--- src/rtl/clink_pkg.sv ---
// Shared constants for the Camera Link base-configuration X-channel transmitter:
// slot timing, clock-lane pattern, FSM states and the 28-bit word to lane bit map.
package clink_pkg;

    localparam int         SLOTS       = 7;
    localparam logic [2:0] SLOT_LAST   = 3'(SLOTS - 1);
    localparam logic [6:0] CLK_PATTERN = 7'b1100011;

    localparam int PIX_W  = 24;
    localparam int WORD_W = 28;

    // Word layout: [7:0]=A, [15:8]=B, [23:16]=C, then the three sync flags and a spare 0.
    localparam int unsigned W_LVAL = 24;
    localparam int unsigned W_FVAL = 25;
    localparam int unsigned W_DVAL = 26;
    localparam int unsigned W_ZERO = 27;

    typedef enum logic [2:0] {
        ST_IDLE,
        ST_PRE,
        ST_LINE,
        ST_HBLANK,
        ST_POST
    } state_t;

    // Element [s] is the word bit driven on that lane in slot s.
    typedef logic [SLOTS-1:0][4:0] lane_map_t;

    localparam lane_map_t X0_MAP = {5'd8,  5'd5,  5'd4,  5'd3,  5'd2,  5'd1,  5'd0};
    localparam lane_map_t X1_MAP = {5'd17, 5'd16, 5'd13, 5'd12, 5'd11, 5'd10, 5'd9};
    localparam lane_map_t X2_MAP = {5'(W_DVAL), 5'(W_FVAL), 5'(W_LVAL),
                                    5'd21, 5'd20, 5'd19, 5'd18};
    localparam lane_map_t X3_MAP = {5'(W_ZERO), 5'd23, 5'd22, 5'd15, 5'd14, 5'd7, 5'd6};

endpackage

--- src/rtl/clink_tx_serializer.sv ---
// 7:1 serializer: slot counter, 28-bit word holding register and registered
// clock/data lane outputs. A new word is taken on the slot 6 -> 0 transition.
module clink_tx_serializer
    import clink_pkg::*;
(
    input  logic              clk,
    input  logic              rst,
    input  logic [WORD_W-1:0] word,
    output logic              load,
    output logic [2:0]        slot,
    output logic              lane_clk,
    output logic [3:0]        lanes
);

    // slot is the slot the output registers present after the coming edge.
    logic [WORD_W-1:0] word_q;
    logic [WORD_W-1:0] src;

    assign load = (slot == 3'd0);
    assign src  = load ? word : word_q;

    always_ff @(posedge clk) begin
        if (rst) begin
            slot     <= 3'd0;
            word_q   <= '0;
            lane_clk <= 1'b0;
            lanes    <= 4'd0;
        end else begin
            slot     <= (slot == SLOT_LAST) ? 3'd0 : slot + 3'd1;
            lane_clk <= CLK_PATTERN[SLOT_LAST - slot];
            lanes    <= {src[X3_MAP[slot]], src[X2_MAP[slot]],
                         src[X1_MAP[slot]], src[X0_MAP[slot]]};
            if (load) begin
                word_q <= word;
            end
        end
    end

endmodule

--- src/rtl/clink_x_tx.sv ---
// Camera Link X-channel frame generator: trigger handling, frame FSM and pixel source.
// Define CLINK_TX_LFSR_EN for LFSR pixel data instead of the default pixel counter.
module clink_x_tx
    import clink_pkg::*;
#(
    parameter int H_ACTIVE = 64,
    parameter int H_BLANK  = 16,
    parameter int V_ACTIVE = 32,
    parameter int F_PORCH  = 4
) (
    input  logic clk_x7,
    input  logic clk_x7_reset,
    input  logic trigger,
    input  logic clink_en,
    output logic clink_X_clk,
    output logic clink_X_data_0,
    output logic clink_X_data_1,
    output logic clink_X_data_2,
    output logic clink_X_data_3,
    output logic image_end,
    output logic busy,
    output logic trig_overrun
);

`ifdef CLINK_TX_LFSR_EN
    localparam logic [PIX_W-1:0] PIX_SEED = 24'h000001;

    function automatic logic [PIX_W-1:0] pix_step(input logic [PIX_W-1:0] p);
        return {p[22:0], p[23] ^ p[22] ^ p[21] ^ p[16]};
    endfunction
`else
    localparam logic [PIX_W-1:0] PIX_SEED = 24'h000000;

    function automatic logic [PIX_W-1:0] pix_step(input logic [PIX_W-1:0] p);
        return p + 24'd1;
    endfunction
`endif

    localparam logic [11:0] HA_LAST = 12'(H_ACTIVE - 1);
    localparam logic [11:0] HB_LAST = 12'(H_BLANK - 1);
    localparam logic [11:0] VA_LAST = 12'(V_ACTIVE - 1);
    localparam logic [11:0] FP_LAST = 12'(F_PORCH - 1);

    // state/cnt/line describe the word currently on the lanes.
    state_t             state, state_nxt;
    logic [11:0]        cnt, cnt_nxt;
    logic [11:0]        line, line_nxt;
    logic               pending;
    logic [PIX_W-1:0]   pix;
    logic [WORD_W-1:0]  word;
    logic               load;
    logic [2:0]         slot;
    logic [3:0]         lanes;

    always_comb begin
        state_nxt = state;
        cnt_nxt   = cnt + 12'd1;
        line_nxt  = line;
        case (state)
            ST_IDLE: begin
                cnt_nxt = 12'd0;
                if (pending) begin
                    state_nxt = ST_PRE;
                end
            end
            ST_PRE: begin
                if (cnt == FP_LAST) begin
                    state_nxt = ST_LINE;
                    cnt_nxt   = 12'd0;
                    line_nxt  = 12'd0;
                end
            end
            ST_LINE: begin
                if (cnt == HA_LAST) begin
                    cnt_nxt   = 12'd0;
                    state_nxt = (line == VA_LAST) ? ST_POST : ST_HBLANK;
                end
            end
            ST_HBLANK: begin
                if (cnt == HB_LAST) begin
                    state_nxt = ST_LINE;
                    cnt_nxt   = 12'd0;
                    line_nxt  = line + 12'd1;
                end
            end
            ST_POST: begin
                if (cnt == FP_LAST) begin
                    state_nxt = ST_IDLE;
                    cnt_nxt   = 12'd0;
                end
            end
            default: begin
                state_nxt = ST_IDLE;
                cnt_nxt   = 12'd0;
            end
        endcase
    end

    always_comb begin
        word = '0;
        if (state_nxt != ST_IDLE) begin
            word[W_FVAL] = 1'b1;
        end
        if (state_nxt == ST_LINE) begin
            word[W_LVAL]     = 1'b1;
            word[W_DVAL]     = 1'b1;
            word[PIX_W-1:0]  = pix;
        end
    end

    always_ff @(posedge clk_x7) begin
        if (clk_x7_reset) begin
            state        <= ST_IDLE;
            cnt          <= 12'd0;
            line         <= 12'd0;
            pending      <= 1'b0;
            pix          <= '0;
            image_end    <= 1'b0;
            busy         <= 1'b0;
            trig_overrun <= 1'b0;
        end else begin
            image_end <= (slot == SLOT_LAST) && (state == ST_POST) && (cnt == FP_LAST);
            if (load) begin
                state <= state_nxt;
                cnt   <= cnt_nxt;
                line  <= line_nxt;
                if (state == ST_IDLE && state_nxt == ST_PRE) begin
                    pending <= 1'b0;
                    pix     <= PIX_SEED;
                end else if (state_nxt == ST_LINE) begin
                    pix <= pix_step(pix);
                end
                if (state == ST_POST && state_nxt == ST_IDLE) begin
                    busy <= 1'b0;
                end
            end
            // busy covers the latched-but-not-started window, so a second request there is an overrun too.
            if (trigger) begin
                if (busy) begin
                    trig_overrun <= 1'b1;
                end else if (clink_en) begin
                    pending <= 1'b1;
                    busy    <= 1'b1;
                end
            end
        end
    end

    clink_tx_serializer u_ser (
        .clk      (clk_x7),
        .rst      (clk_x7_reset),
        .word     (word),
        .load     (load),
        .slot     (slot),
        .lane_clk (clink_X_clk),
        .lanes    (lanes)
    );

    assign clink_X_data_0 = lanes[0];
    assign clink_X_data_1 = lanes[1];
    assign clink_X_data_2 = lanes[2];
    assign clink_X_data_3 = lanes[3];

endmodule
--- config.mk ---
export PLATFORM = sky130hd
export DESIGN_NAME = clink_x_tx
export DESIGN_NICKNAME = d
export VERILOG_FILES = /design/src/rtl/clink_pkg.sv /design/src/rtl/clink_tx_serializer.sv /design/src/rtl/clink_x_tx.sv
export SDC_FILE = /design/constraint.sdc
export NUM_CORES = 1
export LEC_CHECK = 0
export ABC_AREA = 1
export BUFFER_PORTS_ARGS = -buffer_cell sky130_fd_sc_hd__buf_2
export CAP_MARGIN = 20
export CORE_AREA = 2 2 104 106
export CTS_BUF_LIST = sky130_fd_sc_hd__clkbuf_8 sky130_fd_sc_hd__clkbuf_16
export DETAILED_ROUTE_END_ITERATION = 12
export DIE_AREA = 0 0 106 108
export HOLD_SLACK_MARGIN = 0.12
export PLACE_DENSITY_LB_ADDON = 0.3
export SLEW_MARGIN = 0
export SYNTH_ARGS = -nofsm -noshare
export SYNTH_HDL_FRONTEND = slang
export SYNTH_HIERARCHICAL = 1
export SYNTH_SLANG_ARGS = --single-unit
--- constraint.sdc ---
create_clock -name clk_x7 -period 2.4 [get_ports clk_x7]
set_input_delay 0.12 -clock clk_x7 [delete_from_list [all_inputs] [get_ports clk_x7]]
set_output_delay 0.12 -clock clk_x7 [all_outputs]
set_load 0.03 [all_outputs]
Word-level counts from Yosys, hierarchy flattened
Memories as Yosys holds them, arrays and structs flattened. A register that Yosys moved wholly into a read port is not among the register bits. Cells that the tools add are included.

Equality and inequality tests: 13. Add/sub/neg operators: 5. Reductions and logical operators: 15. Magnitude comparators: 5. Muxes and demuxes: 46.

Operator list (count): $mux W12 (5); $mux W24 (2); $pmux W12 S3 (1); $mux W3 (10); $mux W28 (1); $mux W25 (1); $add A12 B1 Y12 const B (2); $add A24 B1 Y24 const B (1); $lt A5 B6 Y1 const B (4); $pmux W12 S2 (1); $bmux W1 S5 (4); $mux W5 (4); $mux W1 (16); $pmux W3 S5 (1); $eq A12 B2 Y1 const B (1); $eq A12 B4 Y1 const B (1); $eq A12 B5 Y1 const B (1); $eq A12 B6 Y1 const B (1); $eq A3 B2 Y1 const B (3); $logic_not A3 Y1 (3); $eq A3 B1 Y1 const B (2); $eq A3 B3 Y1 const B (2); $logic_and A1 B1 Y1 (4); $lt A3 B4 Y1 const B (1); 8 further kinds (12).

Register bits after elaboration: 90. Input port bits: 4. Memories kept: 5. Word-level logic and storage cells: 100. Memory bits (read-only): 168. Output and inout port bits: 8.

Memory list: (name not given) (words 8, width 5, read ports 1, clocked after Yosys merged registers in 1, write ports 0, RTL line clink_tx_serializer.sv:31) `lanes <= {src[X3_MAP[slot]], src[X2_MAP[slot]],`; (name not given) (words 8, width 5, read ports 1, clocked after Yosys merged registers in 1, write ports 0, RTL line clink_tx_serializer.sv:32) `src[X1_MAP[slot]], src[X0_MAP[slot]]};`; (name not given) (words 8, width 5, read ports 1, clocked after Yosys merged registers in 1, write ports 0, RTL line clink_tx_serializer.sv:31); (name not given) (words 8, width 5, read ports 1, clocked after Yosys merged registers in 1, write ports 0, RTL line clink_tx_serializer.sv:32); (name not given) (words 8, width 1, read ports 1, clocked after Yosys merged registers in 1, write ports 0, RTL line clink_tx_serializer.sv:30) `lane_clk <= CLK_PATTERN[SLOT_LAST - slot];`.

Logic depth before layout (Yosys ltp)
Depth in word-level cells: 11. Depth in mapped cells: 21. Mapped depth without buffers: 20.

Cells and area by module
The synthesis kept the hierarchy.

By module, submodules not included: clink_x_tx (area an instance 3678.5 sq um, seq. area each 1101.1 sq um, times used 1, cells an instance 587); clink_tx_serializer (area an instance 2655.0 sq um, seq. area each 1001.0 sq um, times used 1, cells an instance 412).

Worst setup path after synthesis
OpenSTA, ideal clock, no wires.

Path type: register to register. From: reg cnt[0]. To: reg u_ser.lanes[2]. Clock period less this slack: 2227 ps. Buffers on the path: 1. Setup slack: 173 ps. Data arrival time: 2095 ps. Required time: 2268 ps. Cell stages (with the launch flop): 18. Library setup time: 132 ps. Cell sequence: dfxtp_1 > ha_1 > nand2_2 > nor2_4 > nand2_2 > nor2_2 > nand3b_1 > nand2_2 > nand2_4 > nand2_8 > buf_2 > nor2_1 > o21ai_0 > nand2_1 > nand3_1 > nand3_1 > nand3_1 > a21oi_1.

Word-level cells in the longest chain between the ends: 8.

Ends and longest elaborated chain: start, declared (RTL line clink_x_tx.sv:46) `logic [11:0] cnt, cnt_nxt;`; start signal, assigned (RTL line clink_x_tx.sv:125) `cnt <= cnt_nxt;`; $eq A12 B2 Y1, or another cell as far along (RTL line clink_x_tx.sv:67, clink_x_tx.sv:87); $mux W3 (on tied branches); $pmux W3 S5 * (RTL line clink_x_tx.sv:59) `case (state)`; $eq A3 B2 Y1 * (RTL line clink_x_tx.sv:104) `if (state_nxt == ST_LINE) begin`; $mux W25 * (RTL line clink_x_tx.sv:104); net word[22] (RTL line clink_x_tx.sv:50) `logic [WORD_W-1:0] word;`; $mux W28 *; $bmux W1 S5 * (RTL line clink_tx_serializer.sv:31); $mux W1 (not written as such) * (RTL line clink_tx_serializer.sv:31); end signal, assigned (RTL line clink_tx_serializer.sv:31); end, declared (RTL line clink_tx_serializer.sv:12) `output logic [3:0] lanes`.

Mark *: on every way through the listed nets, which the timed path passes. The rest lies on a longest branch. The select of a mux whose other input is x is not followed. A chain may end at the register's enable or synchronous reset.

Worst setup path in the final report
From: reg line[1]. To: reg u_ser.lanes[3].

Word-level cells in the longest chain between the ends: 9.

Ends and longest elaborated chain: start, declared (RTL line clink_x_tx.sv:47) `logic [11:0] line, line_nxt;`; start signal, assigned (RTL line clink_x_tx.sv:126) `line <= line_nxt;`; $eq A12 B5 Y1 (RTL line clink_x_tx.sv:76) `state_nxt = (line == VA_LAST) ? ST_POST : ST_HBLANK;`; $mux W3 (RTL line clink_x_tx.sv:76); $mux W3 (RTL line clink_x_tx.sv:74) `if (cnt == HA_LAST) begin`; $pmux W3 S5 (RTL line clink_x_tx.sv:59); $eq A3 B2 Y1 (RTL line clink_x_tx.sv:104); $mux W25 (RTL line clink_x_tx.sv:104); net word[18] (RTL line clink_x_tx.sv:50); $mux W28; $bmux W1 S5 (RTL line clink_tx_serializer.sv:31); $mux W1 (not written as such) (RTL line clink_tx_serializer.sv:31).

The timed path passes the listed nets, and every way through them passes these cells. The select of a mux whose other input is x is not followed.

==> impl_table.tex <==
\begin{tabular}{lr}
\hline
Metric & Value \\
\hline
\multicolumn{2}{l}{\textbf{Drt}} \\
Average routed wire per standard cell & 14.27 um \\
Via/cell ratio & about 5.6 \\
Final wirelength & 16,520 um \\
Routed vias & 6,462 \\
Count of TritonRoute iterations in the first routing pass & 8 \\
Remaining antenna violation count & 0 \\
Number of DRC violations after detailed-routing iteration 0 & roughly 590 \\
Number of remaining DRC errors & 0 \\
\multicolumn{2}{l}{\textbf{Worst setup path}} \\
Depth of the worst register-to-register path & 19 \\
Crit path largest cell delay & 0.36 ns \\
Worst endpoint required time & between 2 and 3 ns \\
Signal arrival time at the worst endpoint & roughly 2.7 ns \\
Endpoint of the most critical register-to-register path & u\_ser/lanes[3] \\
Critical path's top delay family & simple AND/OR/NAND/NOR gates \\
CP cell instances & ha\_1 -> nand3\_2 -> inv\_2 -> nand3\_1 -> nand3\_2 -> clkinv\_1 -> nor2\_4 -> buf\_12 -> nand2\_8 -> nor2\_1 -> nand3\_1 -> and2\_4 -> nand2\_1 -> nand3b\_1 -> nand2\_1 -> nand2\_1 -> nand2\_1 -> nand2\_1 -> nor2\_1 \\
Crit. Startpoint & line[1] \\
Startpoint type of the worst setup path & flop \\
Critical Path End Type & flop \\
Critical Path Sink & u\_ser/lanes[3] \\
Critical Setup Path Class & reg -> reg \\
Most used cell, CP & nand2\_1 \\
Number of buffer and inverter stages on the critical path & 3 \\
Peak fanout along the critical path & 7 \\
Cell with the largest stage delay on the worst path & dfxtp\_2 \\
Worst flop-to-flop path startpoint & line[1] \\
Reg-to-reg setup timing slack & between 0.03 and 0.04 ns \\
Crit. path cell count & 19 \\
\multicolumn{2}{l}{\textbf{Job}} \\
Max-cap violations & 0 \\
\multicolumn{2}{l}{\textbf{Global route}} \\
Aggregate global-route resource usage & 0.2868 \\
Via count of the first global-routing pass & slightly below 6,000 \\
First-pass GRT wire length & $\sim$26,000 um \\
Largest net degree at the start of global routing & 55 \\
Antenna violations before repair & 0 \\
Remaining Overflow, GRT & 0 \\
\multicolumn{2}{l}{\textbf{Clocking}} \\
CTS Root Cell & clkbuf\_8 \\
Worst-skew pair later-pin latency & 0.41 ns \\
Maximum count of clock buffers along a single path & 2 \\
Total number of clock tree sinks & $\sim$110 \\
Clock slew at the register clock pins of the worst setup and hold paths & between 0.1 and 0.15 ns \\
Inserted Clock Buffers & 9 \\
CTS tree & yes \\
Number of levels the H-tree was split into & 3 \\
\multicolumn{2}{l}{\textbf{Logic synthesis}} \\
Post-synth cell types & 38 \\
Primary flip-flop cell chosen by synthesis mapping & dfxtp\_1 \\
Number of enable flip-flop cells after synthesis & 0 \\
Flip-flop and latch count after synthesis & between 100 and 150 \\
Synthesized area per cell & 6.340 um\^{}2 \\
Count of mapped cells out of synthesis & 999 \\
Seq/Total Area, Yosys & 0.3319 \\
Synth warnings & 6 \\
Proportion of register bits with asynchronous set or reset after synthesis & 0 \\
Cell Area, Synth & $\sim$6300 um\^{}2 \\
Number of nets in the synthesized netlist & $\sim$1,000 \\
\multicolumn{2}{l}{\textbf{Timing}} \\
Setup repair after global routing missed its margin & yes \\
Final period util & 0.9867 \\
Max-slew headroom at the worst pin & 0.5623 \\
Slew at the pin closest to its max-slew limit & approximately 0.66 ns \\
Fin. max-slew vios & 0 \\
Final hold violation count & 0 \\
Min Tclk post-route & $\sim$2.4 ns \\
Worst-case clock skew & between 0.015 and 0.02 ns \\
Minimum hold slack & $\sim$0.48 ns \\
Maximum frequency from static timing analysis & roughly 420 MHz \\
Total setup violations reported at the end of the flow & 0 \\
\multicolumn{2}{l}{\textbf{Layout}} \\
Most used cells in the layout excluding fill and tap cells & nand2\_1 (221), nand3\_1 (141), nor2\_1 (130) \\
Final-layout fill cell count & about 860 \\
Fraction of layout cells with a size suffix above 1 & 0.1566 \\
Area of combinational cells with multiple inputs & $\sim$3800 um\^{}2 \\
ANT cells & 0 \\
Number of cells in the finished layout apart from fillers & between 1,000 and 1,500 \\
Leading cell type in the layout, fill and taps excluded & nand2\_1 \\
Synthesis-to-layout area growth & 12.19\% \\
Sequential cell area & between 2000 and 2500 um\^{}2 \\
Number of nets in the layout & $\sim$1,000 \\
\multicolumn{2}{l}{\textbf{Min path}} \\
Worst hold path type & reg -> reg \\
\multicolumn{2}{l}{\textbf{Place}} \\
HPWL after DPL & about 11,000 um \\
Final GP Congestion & 0.9365 \\
Total placed cells including tap cells & about 1,100 \\
Count of buffers inserted at the top-level ports & 11 \\
\multicolumn{2}{l}{\textbf{Floorplanning}} \\
Standard cell core area & about 10,000 um\^{}2 \\
Site Rows & 37 \\
Die height & between 100 and 150 um \\
Width of the die & 106 um \\
Area enclosed by the die boundary & around 11,000 um\^{}2 \\
Number of ports placed on the die boundary & 12 \\
Effective utilization at floorplan & 0.6191 \\
\multicolumn{2}{l}{\textbf{Pwr}} \\
Max rail drop VDD & 0.0005273 V \\
Leakage power of the design & 2.894 nW \\
Power density over cell area & 565.3 nW/um\^{}2 \\
\multicolumn{2}{l}{\textbf{Outcome}} \\
Result of the run & finished clean \\
\hline
\end{tabular}
-- logic make-up (layout without fill, tap and decap cells) --
logic type               count (synthesis)  in the layout  share of synthesized area
AND/OR/NAND/NOR                        607            610                     0.4299
buffers and inverters                  168            188                     0.1110
flip-flops                             105            105                     0.3319
AO/OA/AOI/OAI                           91             91                    0.08277
XOR/XNOR                                16             16                    0.02212
adder cells (fa/ha/maj)                 11             11                    0.02173
other                                    1              1                  0.0005921
-- Yosys cell counts, types with 5 or more instances --
cell        n  area (um^2)
nor3_1     17        85.08
o21ai_1     6        30.03
nand4_1    15        93.84
buf_2       7        35.03
clkbuf_1   17        63.81
a21oi_1    49        245.2
a21oi_2    11        96.34
nand2_2    17        106.4
ha_1       11        137.6
inv_1     119        446.7
nand2_1   227        852.1
dfxtp_1   105         2102
nand3_1   153        765.7
xor2_1     16        140.1
buf_6       5        56.30
and2_1      8        50.05
inv_2      12        45.04
nand3b_1    5        37.54
nor2_1    146        548.0
o21ai_0    14        70.07
-- power by group --
group / internal [W] / total, W / leakage [nW] / switching, W
clock network: 0.000427 / 0.00117 / 0.108 / 0.000747
registers: 0.00183 / 0.00190 / 0.858 / 0.0000705
logic: 0.000303 / 0.000945 / 1.93 / 0.000642
total: 0.00256 / 0.00402 / 2.89 / 0.00146
-- per-layer routing --
layer	track usage	wire, um
met1	0.3659	7123
met2	0.4760	7727
met3	0.06811	1231
met4	0.1043	442
met5	0	0
-- final cells by class --
cell class	instances	share of cell area
multi-input combinational	729	0.5342
sequential	105	0.2981
inverter	134	0.07079
timing repair buffer	38	0.04261
tap	136	0.02395
clock buffer	9	0.01743
clock inverter	7	0.01285
-- timing repair --
| item | 4_1_cts | 5_1_grt |
|---|---|---|
| setup endpoints to repair | 0 | 26 |
| endpoints found under the hold margin | 6 | 0 |
| hold buffers | 3 | 0 |
| resized for setup | 0 | 69 |
| buffers inserted | 0 | 6 |
-- stage by stage --
stage	util	setup WS [ns]	instance area, um^2	power [W]	setup TNS (ns)
after floorplan	-	0.1732	6334	0.002571	0
after global placement	0.6376	0.1180	6524	0.002770	0
after detailed placement	0.6376	0.05600	6524	0.002779	0
after CTS	0.6616	0.03515	6769	0.003932	0
after global routing	0.6945	-0.1814	7106	0.004200	-0.4304
final	0.6945	0.03198	7106	0.004017	0
-- worst register-to-register path, delay by kind of cell, from the launching register on --
| kind | cells | cell delay, ns |
|---|---|---|
| buf+inv | 3 | 0.35 |
| fa+ha+maj | 1 | 0.18 |
| flops | 1 | 0.36 |
| simple gates | 15 | 1.43 |
-- worst min-delay path by stage --
stage	slack, ns	cells after the start	start	to
floorplan	0.26	2	trigger	trig_overrun
global placement	0.38	3	trigger	trig_overrun
detailed placement	0.38	3	trigger	trig_overrun
CTS	0.47	4	trigger	trig_overrun
global route	0.50	2	pending	pending
finish	0.48	2	pending	pending
Note: power is estimated with default switching activity, not from simulation.
